$ cat config.mk
export PLATFORM = sky130hd
export DESIGN_NAME = carrd_dispatch_flat
export DESIGN_NICKNAME = d
export VERILOG_FILES = /design/src/rtl/carrd_dispatch_if.sv /design/src/rtl/carrd_dispatch.sv /design/src/flat_wrapper.sv
export SDC_FILE = /design/constraint.sdc
export NUM_CORES = 1
export LEC_CHECK = 0
export BUFFER_PORTS_ARGS = -buffer_cell sky130_fd_sc_hd__buf_4
export CAP_MARGIN = 20
export CORE_MARGIN = 3
export CORE_UTILIZATION = 45
export CTS_CLUSTER_SIZE = 12
export DETAILED_ROUTE_END_ITERATION = 12
export PLACE_DENSITY = 0.66
export SYNTH_ARGS = -nofsm -noshare
export SYNTH_HDL_FRONTEND = slang
export SYNTH_SLANG_ARGS = --single-unit
$ cat constraint.sdc
create_clock -name clk -period 7.7 [get_ports clk]
set_input_delay 1.54 -clock clk [delete_from_list [all_inputs] [get_ports clk]]
set_output_delay 1.54 -clock clk [all_outputs]
set_load 0.03 [all_outputs]
$ cat src/rtl/carrd_dispatch_if.sv
// rtl/carrd_dispatch_if.sv - base-processor, coprocessor and result channels of the Carrd issue unit
interface carrd_dispatch_if;
    logic        s_valid;
    logic        s_ready;
    logic [31:0] s_instr;
    logic [31:0] s_rs1;
    logic        s_wb_x;
    logic        c_valid;
    logic [31:0] c_instr;
    logic [31:0] c_x_data;
    logic        c_done;
    logic [31:0] c_x_data_in;
    logic        r_valid;
    logic        r_ready;
    logic [31:0] r_data;

    modport master (
        output s_valid, s_instr, s_rs1, s_wb_x, c_done, c_x_data_in, r_ready,
        input  s_ready, c_valid, c_instr, c_x_data, r_valid, r_data
    );

    modport slave (
        input  s_valid, s_instr, s_rs1, s_wb_x, c_done, c_x_data_in, r_ready,
        output s_ready, c_valid, c_instr, c_x_data, r_valid, r_data
    );
endinterface

$ cat src/rtl/carrd_dispatch.sv
// rtl/carrd_dispatch.sv - scalar-side issue unit: instruction FIFO, single in-flight issue, scalar result return
module carrd_dispatch #(
    parameter  int DEPTH = 4,
    localparam int CNT_W = $clog2(DEPTH + 1)
) (
    input  logic             clk,
    input  logic             nrst,
    carrd_dispatch_if.slave  bus,
    output logic             busy,
    output logic [CNT_W-1:0] q_count
);
    localparam int PTR_W = (DEPTH > 1) ? $clog2(DEPTH) : 1;

    typedef enum logic [1:0] {
        ST_IDLE = 2'd0,
        ST_WAIT = 2'd1,
        ST_RESP = 2'd2
    } state_t;

    state_t state_q, state_d;

    logic [31:0]      mem_instr [DEPTH];
    logic [31:0]      mem_rs1   [DEPTH];
    logic             mem_wb_x  [DEPTH];
    logic [PTR_W-1:0] wr_ptr, rd_ptr;
    logic [CNT_W-1:0] count;

    logic        c_valid_q;
    logic [31:0] c_instr_q, c_x_data_q;
    logic        cur_wb_x, cur_cfg;
    logic        r_valid_q;
    logic [31:0] r_data_q;

    logic        push, pop, head_cfg;
    logic [31:0] head_instr;

    assign bus.s_ready = (count != CNT_W'(DEPTH));
    assign push        = bus.s_valid && bus.s_ready;
    assign pop         = (state_q == ST_IDLE) && (count != '0);
    assign head_instr  = mem_instr[rd_ptr];
    // vsetvli/vsetivli finish in the coprocessor CSR in a single cycle without c_done
    assign head_cfg    = (head_instr[6:0] == 7'b1010111) && (head_instr[14:12] == 3'b111);

    assign bus.c_valid  = c_valid_q;
    assign bus.c_instr  = c_instr_q;
    assign bus.c_x_data = c_x_data_q;
    assign bus.r_valid  = r_valid_q;
    assign bus.r_data   = r_data_q;
    assign q_count      = count;
    assign busy         = (state_q != ST_IDLE) || (count != '0);

    // FIFO storage; contents need no reset because count gates every read
    always_ff @(posedge clk) begin
        if (push) begin
            mem_instr[wr_ptr] <= bus.s_instr;
            mem_rs1[wr_ptr]   <= bus.s_rs1;
            mem_wb_x[wr_ptr]  <= bus.s_wb_x;
        end
    end

    // FIFO pointers and occupancy; pointers wrap naturally since DEPTH is a power of 2
    always_ff @(posedge clk or negedge nrst) begin
        if (!nrst) begin
            wr_ptr <= '0;
            rd_ptr <= '0;
            count  <= '0;
        end else begin
            if (push) wr_ptr <= wr_ptr + 1'b1;
            if (pop)  rd_ptr <= rd_ptr + 1'b1;
            if (push && !pop)      count <= count + 1'b1;
            else if (pop && !push) count <= count - 1'b1;
        end
    end

    // FSM state register
    always_ff @(posedge clk or negedge nrst) begin
        if (!nrst) state_q <= ST_IDLE;
        else       state_q <= state_d;
    end

    // FSM next state; config instructions take priority over a coincident c_done
    always_comb begin
        state_d = state_q;
        case (state_q)
            ST_IDLE: if (count != '0) state_d = ST_WAIT;
            ST_WAIT: begin
                if (cur_cfg)         state_d = ST_IDLE;
                else if (bus.c_done) state_d = cur_wb_x ? ST_RESP : ST_IDLE;
            end
            ST_RESP: if (bus.r_ready) state_d = ST_IDLE;
            default: state_d = ST_IDLE;
        endcase
    end

    // Issue registers: load on pop, hold through WAIT, clear on the edge leaving WAIT
    always_ff @(posedge clk or negedge nrst) begin
        if (!nrst) begin
            c_valid_q  <= 1'b0;
            c_instr_q  <= '0;
            c_x_data_q <= '0;
            cur_wb_x   <= 1'b0;
            cur_cfg    <= 1'b0;
        end else if (pop) begin
            c_valid_q  <= 1'b1;
            c_instr_q  <= head_instr;
            c_x_data_q <= mem_rs1[rd_ptr];
            cur_wb_x   <= mem_wb_x[rd_ptr];
            cur_cfg    <= head_cfg;
        end else if ((state_q == ST_WAIT) && (state_d != ST_WAIT)) begin
            c_valid_q  <= 1'b0;
            c_instr_q  <= '0;
            c_x_data_q <= '0;
        end
    end

    // Scalar result: captured with c_done, held until the base processor takes it
    always_ff @(posedge clk or negedge nrst) begin
        if (!nrst) begin
            r_valid_q <= 1'b0;
            r_data_q  <= '0;
        end else if ((state_q == ST_WAIT) && (state_d == ST_RESP)) begin
            r_valid_q <= 1'b1;
            r_data_q  <= bus.c_x_data_in;
        end else if ((state_q == ST_RESP) && bus.r_ready) begin
            r_valid_q <= 1'b0;
        end
    end
endmodule
$ cat src/flat_wrapper.sv
// flat-port wrapper written by rule: the top's interface ports become plain ports
module carrd_dispatch_flat 
#(
    parameter  int DEPTH = 4,
    localparam int CNT_W = $clog2(DEPTH + 1)
)
  (clk, nrst, busy, q_count, bus_s_valid, bus_s_instr, bus_s_rs1, bus_s_wb_x, bus_c_done, bus_c_x_data_in, bus_r_ready, bus_s_ready, bus_c_valid, bus_c_instr, bus_c_x_data, bus_r_valid, bus_r_data);
  carrd_dispatch_if bus_i ();
  input  logic clk;
  input  logic nrst;
  output logic busy;
  output logic [CNT_W-1:0] q_count;
  input wire logic [$bits(bus_i.s_valid)-1:0] bus_s_valid;
  input wire logic [$bits(bus_i.s_instr)-1:0] bus_s_instr;
  input wire logic [$bits(bus_i.s_rs1)-1:0] bus_s_rs1;
  input wire logic [$bits(bus_i.s_wb_x)-1:0] bus_s_wb_x;
  input wire logic [$bits(bus_i.c_done)-1:0] bus_c_done;
  input wire logic [$bits(bus_i.c_x_data_in)-1:0] bus_c_x_data_in;
  input wire logic [$bits(bus_i.r_ready)-1:0] bus_r_ready;
  output wire logic [$bits(bus_i.s_ready)-1:0] bus_s_ready;
  output wire logic [$bits(bus_i.c_valid)-1:0] bus_c_valid;
  output wire logic [$bits(bus_i.c_instr)-1:0] bus_c_instr;
  output wire logic [$bits(bus_i.c_x_data)-1:0] bus_c_x_data;
  output wire logic [$bits(bus_i.r_valid)-1:0] bus_r_valid;
  output wire logic [$bits(bus_i.r_data)-1:0] bus_r_data;
  assign bus_i.s_valid = bus_s_valid;
  assign bus_i.s_instr = bus_s_instr;
  assign bus_i.s_rs1 = bus_s_rs1;
  assign bus_i.s_wb_x = bus_s_wb_x;
  assign bus_i.c_done = bus_c_done;
  assign bus_i.c_x_data_in = bus_c_x_data_in;
  assign bus_i.r_ready = bus_r_ready;
  assign bus_s_ready = bus_i.s_ready;
  assign bus_c_valid = bus_i.c_valid;
  assign bus_c_instr = bus_i.c_instr;
  assign bus_c_x_data = bus_i.c_x_data;
  assign bus_r_valid = bus_i.r_valid;
  assign bus_r_data = bus_i.r_data;
  carrd_dispatch #(.DEPTH(DEPTH)) u_core (.clk(clk), .nrst(nrst), .bus(bus_i), .busy(busy), .q_count(q_count));
endmodule
# Yosys cells after proc, flatten, opt, wreduce, memory -nomap -nowiden
# Memories as Yosys holds them, arrays and structs flattened. A register that Yosys moved wholly into a read port is not among the register bits.
# Cells that the tools add are included.
[op_classes] add_sub_neg=4 n_mul=0 div=0 n_lt_le_gt_ge=0 n_eq_ne=7 shift=0 mux=17 bitwise=0 n_reduce_logical=18
[op_table] cell="$mux W32" n=3
[op_table] cell="$mux W2" n=5
[op_table] cell="$logic_and A1 B1 Y1" n=8
[op_table] cell="$reduce_bool A2 Y1" n=4
[op_table] cell="$eq A7 B7 Y1 const B" n=1
[op_table] cell="$mux W1" n=6
[op_table] cell="$mux W3" n=2
[op_table] cell="$pmux W2 S3" n=1
[op_table] cell="$add A2 B1 Y2 const B" n=2
[op_table] cell="$eq A2 B2 Y1 const B" n=2
[op_table] cell="$add A3 B1 Y3 const B" n=1
[op_table] cell="$eq A3 B3 Y1 const B" n=1
[op_table] cell="$logic_not A1 Y1" n=3
[op_table] cell="$ne A3 B3 Y1 const B" n=1
[op_table] cell="$reduce_bool A3 Y1" n=1
[op_table] cell="$sub A3 B1 Y3 const B" n=1
[op_table] cell="$eq A2 B1 Y1 const B" n=1
[op_table] cell="$logic_not A2 Y1" n=1
[op_table] cell="$ne A2 B1 Y1 const B" n=1
[op_table] cell="$logic_or A1 B1 Y1" n=1
[word_totals] regBits=108 latchBits=0 ramBits=260 romBits=0 out_inout_bits=103 word_cells=59 mem_count=3
[memory_table] memory="u_core.mem_instr" words=4 word_bits=32 rd=1 rd_ports_with_merged_regs=0 write_ports=1 line_no="carrd_dispatch.sv:22" source="logic [31:0] mem_instr [DEPTH];"
[memory_table] memory="u_core.mem_rs1" words=4 word_bits=32 rd=1 rd_ports_with_merged_regs=0 write_ports=1 line_no="carrd_dispatch.sv:23" source="logic [31:0] mem_rs1 [DEPTH];"
[memory_table] memory="u_core.mem_wb_x" words=4 word_bits=1 rd=1 rd_ports_with_merged_regs=1 write_ports=1 line_no="carrd_dispatch.sv:24" source="logic mem_wb_x [DEPTH];"

# Depth between registers and ports, before layout
[depth] word_depth=8 mapped_depth=10 ltp_nobuf=9

# Worst setup path before layout
# Ideal clock, no wire load.
[synth_path] path_kind="input-to-reg" from="in bus_s_valid" to="mem u_core.mem_instr[0][0], enable pin" setup_ps=430 arrival_ps=3107 required_ps=7270 slack_ps=4163 cell_stages=1 cell_sequence="and3_1"
[synth_via] elab_chain_len=3
[synth_lines] element="start, declared" line_no="flat_wrapper.sv:13" source="input wire logic [$bits(bus_i.s_valid)-1:0] bus_s_valid;"
[synth_lines] element="$logic_and A1 B1 Y1" line_no="carrd_dispatch.sv:38" source="assign push = bus.s_valid && bus.s_ready;"
[synth_lines] element="$mux W1" line_no="carrd_dispatch.sv:54" source="if (push) begin"
[synth_lines] element="$mux W1 (implied by the code)" line_no="carrd_dispatch.sv:55" source="mem_instr[wr_ptr] <= bus.s_instr;"
[synth_lines] element="end, declared" line_no="carrd_dispatch.sv:22"
# Every way passes these cells.

# Worst setup path after layout
[layout_path] from="reg u_core.count[0], in the netlist u_core.q_count[0]" to="out busy"
[layout_via] elab_chain_len=2
[layout_lines] element="start, declared" line_no="carrd_dispatch.sv:26" source="logic [CNT_W-1:0] count;"
[layout_lines] element="start signal, assigned" line_no="carrd_dispatch.sv:70" source="if (push && !pop) count <= count + 1'b1;"
[layout_lines] element="start signal, assigned" line_no="carrd_dispatch.sv:71" source="else if (pop && !push) count <= count - 1'b1;"
[layout_lines] element="$reduce_bool A3 Y1" line_no="carrd_dispatch.sv:50" source="assign busy = (state_q != ST_IDLE) || (count != '0);"
[layout_lines] element="$logic_or A1 B1 Y1" line_no="carrd_dispatch.sv:50"
[layout_lines] element="end, declared" line_no="flat_wrapper.sv:11" source="output logic busy;"
# Every way passes these cells.

==> run summary <==
The tightest min-delay check is of the register to register type. Global routing finished with a remaining overflow of 0. The starting DRC count in detailed routing was 403; the number of distinct library cell variants in the gate-level netlist after synthesis was 29. Setup violations remaining at the end of the flow were counted as 0. The clock tree synthesis step divided the H-tree into 2 levels.

The run gives 29.3% as the remaining max-slew budget at the tightest pin. The setup slack of the most critical reg-to-reg path is 4.60 ns. The prevailing post-synth register cell is sky130_fd_sc_hd__edfxtp_1.

The tree is rooted in a sky130_fd_sc_hd__clkbuf_16. Data arrives at the worst endpoint at 1.73 ns. The share of post-route cells with drive strength above 1 works out to 43.0%.

The worst setup path is launched from a register. sky130_fd_sc_hd__edfxtp_1 takes more of the synthesized area than any other cell. Power per unit of standard cell area: 438 nW/um2. Once detailed placement completed, the half-perimeter wirelength came to 15900 um. In this run the standard cell core region covers 29100 um2. The number of register bits inferred by synthesis was 369; the final count of hold timing violations was 0. The launching point of the worst reg2reg path is u_core.q_count[0]. The startpoint identified for the worst hold timing path is u_core.bus.c_instr[11]. The minimum clock period after layout works out to 3.27 ns. The fraction of post-synthesis cell area in the top cell type by area works out to 58.1%.

The highest fanout seen on the critical path came out at 5. The flow ran to the end, and the final reports show no timing, DRC or antenna violations. After clock tree synthesis, the repair step resized 0 gates. After clock tree synthesis, the clock-pin slew on the worst setup and hold paths is 0.06 ns.

For the worst-skew pair, the clock arrives at the later sink with an insertion delay of 0.51 ns. Using the TritonRoute via totals, the vias-per-cell ratio works out to 5.39. Final clock period utilization by the worst path: 42.5%. The worst setup path is captured at an output port. Global routing consumed, on the met3 layer, 4.24% of the routing resources. The growth of design area from synthesis to finish came out at 23.7%. The floorplan step defined a die boundary enclosing 32000 um2.

The finished layout holds 1245 standard cells, fillers aside. The tool flagged a number of max-cap violations equal to 0. The number of synthesized flops with an enable pin was 260; the placed instance count was 1174. The share of synthesized flip-flops with an asynchronous set or reset was 29.5%. Yosys instantiated no cell more often than sky130_fd_sc_hd__edfxtp_1. For hold timing, the worst endpoint is u_core.bus.c_instr[11]. The number of hold buffers added after CTS was 0. The floorplan step set the die height to 179 um.

The wire length per cell was 21.9 um; the number of buffers inserted to repair setup after CTS was 0. TritonCTS built the clock tree. In this run the horizontal extent of the chip is 179 um. For the summed instance area of the synthesized netlist, the log shows 13400 um2. The worst vdd rail ir drop is 0.276 mV, and the pin slew with the least headroom to its limit is 1.06 ns. The endpoint identified for the worst register-to-register timing path is u_core.q_count[1].

The placement row count is 62. The run gives 3 as the maximum root-to-sink buffer count. The critical path start-end classification is register to output port. The run gives 41800 um as the first-pass GRT wire length. At the end of routability-driven placement, the weighted congestion stood at 0.750.

Sorting the synthesized cells by how often they occur yields sky130_fd_sc_hd__edfxtp_1 (260), sky130_fd_sc_hd__dfrtp_1 (109), sky130_fd_sc_hd__mux4_2 (65). Number of search-and-repair iterations in the first detailed-routing pass: 4. The post-synthesis sequential area ratio is 78.4%.

For the antenna diode count, the log shows 0. In this run the count of I/O pins placed on the die edge is 205. The synthesized netlist cell count was 613; the average footprint of a synthesized cell was 21.9 um2.

Detailed routing inserted a total of 6711 vias. TritonCTS created 39 clock buffers. The global routing usage on met2 was 28.7%. Setup repair after global routing left no endpoint under its margin. The final net count is 940. The tools report the remaining antenna violation count after routing as 0. The tools report the net count of the mapped netlist as 721.

Entering global routing, the biggest net connects 70 pins. During synthesis, Yosys emitted a total of 0 warnings. Wires add up to 27200 um. Global routing used 22.8% of the available met1 tracks. Number of global-route vias before repair: 7294. For the leakage power total, the log shows 6.34 nW.

The run gives 0 ns as the final total negative setup slack. The total of buffers placed on input and output ports was 204; the initial standard-cell utilization of the core was 46.2%. The run gives 369 as the CTS sink count.

The run gives 0 as the count of pins over their slew limit. The tools report the initial antenna violation count as 1. Yosys attributes the largest share of cell area to sky130_fd_sc_hd__edfxtp_1 (58%), sky130_fd_sc_hd__dfrtp_1 (20%), sky130_fd_sc_hd__mux4_2 (11%). Counting cells, the worst reg-to-reg path comes to 8. The run gives 0 as the DRC violation count after routing.

The critical path data required time is 6.16 ns. The worst hold path stage count is 1, and the clock skew after layout is 0.0147 ns. The highest-utilization routing layer at the global route stage is met2. For this run, the total global-route usage over all layers was measured as 17.2%. The maximum frequency from static timing analysis came out at 0.306 GHz.
-- final cells by class --
class                           instances  area [um2]
Timing Repair Buffer                  210        1600
Tap cell                              384         480
Fill cell                            2190       12500
Sequential cell                       369       10500
Clock inverter                          5        26.3
Inverter                                6        22.5
Clock buffer                           65        1200
Multi-Input combinational cell        206        2760
-- critical path, stage by stage (launching register included) --
cell and delay [ns]:
sky130_fd_sc_hd__dfrtp_1 0.46, sky130_fd_sc_hd__nor3_1 0.45, sky130_fd_sc_hd__nand2_1 0.12, sky130_fd_sc_hd__buf_4 0.20
-- cells in the final DEF (no fill, tap or decap), types with 2 or more instances in the layout --
master	Yosys	layout
sky130_fd_sc_hd__clkbuf_8	0	6
sky130_fd_sc_hd__nor2_1	4	4
sky130_fd_sc_hd__dfrtp_4	0	2
sky130_fd_sc_hd__and3_4	0	4
sky130_fd_sc_hd__xnor2_1	4	4
sky130_fd_sc_hd__xor2_1	2	2
sky130_fd_sc_hd__edfxtp_1	260	260
sky130_fd_sc_hd__clkinv_2	0	2
sky130_fd_sc_hd__mux4_2	65	65
sky130_fd_sc_hd__dfrtp_1	109	107
sky130_fd_sc_hd__clkbuf_1	12	17
sky130_fd_sc_hd__o21ai_0	2	2
sky130_fd_sc_hd__a22o_1	64	64
sky130_fd_sc_hd__buf_4	0	209
sky130_fd_sc_hd__mux2_2	34	34
sky130_fd_sc_hd__inv_1	6	6
sky130_fd_sc_hd__clkinv_1	0	2
sky130_fd_sc_hd__nand2_1	9	9
sky130_fd_sc_hd__ha_1	5	5
sky130_fd_sc_hd__clkbuf_16	0	42
-- logic make-up (layout without fill, tap and decap cells) --
| family | count (synthesis) | after routing | synth area share (%) |
|---|---|---|---|
| and+or+nand+nor | 25 | 25 | 0.996 |
| buffers and inverters | 38 | 286 | 1.39 |
| muxes | 99 | 99 | 13.7 |
| adders and majority gates | 6 | 6 | 0.614 |
| DFF | 369 | 369 | 78.4 |
| AOI/OAI and AO/OA | 70 | 70 | 4.49 |
| xor gates and xnor gates | 6 | 6 | 0.391 |
-- metal layers --
| metal | vias up | part of all wire (%) |
|---|---|---|
| met5 | - | 0.048 |
| li1 | 2936 | - |
| met1 | 3480 | 42 |
| met4 | 2 | 2.1 |
| met2 | 241 | 49 |
| met3 | 52 | 7.0 |
-- power breakdown --
part / switching, W / total, W / leakage, nW / internal, W
Combinational: 0.00133 / 0.00242 / 2.02 / 0.00109
Clock: 0.000695 / 0.00175 / 0.596 / 0.00106
Sequential: 0.000383 / 0.00311 / 3.72 / 0.00273
Total: 0.00241 / 0.00728 / 6.34 / 0.00487
-- sequential cells by signal, summed over array words and instances (netlist names) --
name                 flops
u_core.state_q           2
u_core.rd_ptr            2
u_core.bus.c_instr      32
u_core.bus.r_valid       1
u_core.mem_wb_x          4
u_core.mem_rs1         128
u_core.mem_instr       128
u_core.wr_ptr            2
u_core.bus.c_x_data     32
u_core.bus.c_valid       1
u_core.cur_wb_x          1
u_core.q_count           3
u_core.cur_cfg           1
u_core.bus.r_data       32
-- per-stage QoR --
step / util [%] / setup WS [ns] / total power (W) / hold slack [ns] / area, um2
2_1_floorplan: - / 4.16 / 0.00472 / 0.446 / 13400
3_3_place_gp: 52.8 / 4.55 / 0.00552 / 0.484 / 15400
3_5_place_dp: 52.8 / 4.51 / 0.00561 / 0.491 / 15400
4_1_cts: 57.0 / 4.38 / 0.00738 / 0.505 / 16600
5_1_grt: 57.1 / 4.30 / 0.00767 / 0.522 / 16600
6_report: 57.1 / 4.43 / 0.00728 / 0.504 / 16600
-- how the worst max path moves through the flow --
stage                                  from                 endpoint
after floorplan                 bus_s_valid   u_core.mem_instr[0][0]
after global placement           bus_c_done  u_core.bus.c_x_data[23]
after global routing      u_core.q_count[0]                     busy
after CTS                 u_core.q_count[0]                     busy
final                     u_core.q_count[0]                     busy
after detailed placement         bus_c_done  u_core.bus.c_x_data[10]
(Power assumes the default switching activity.)
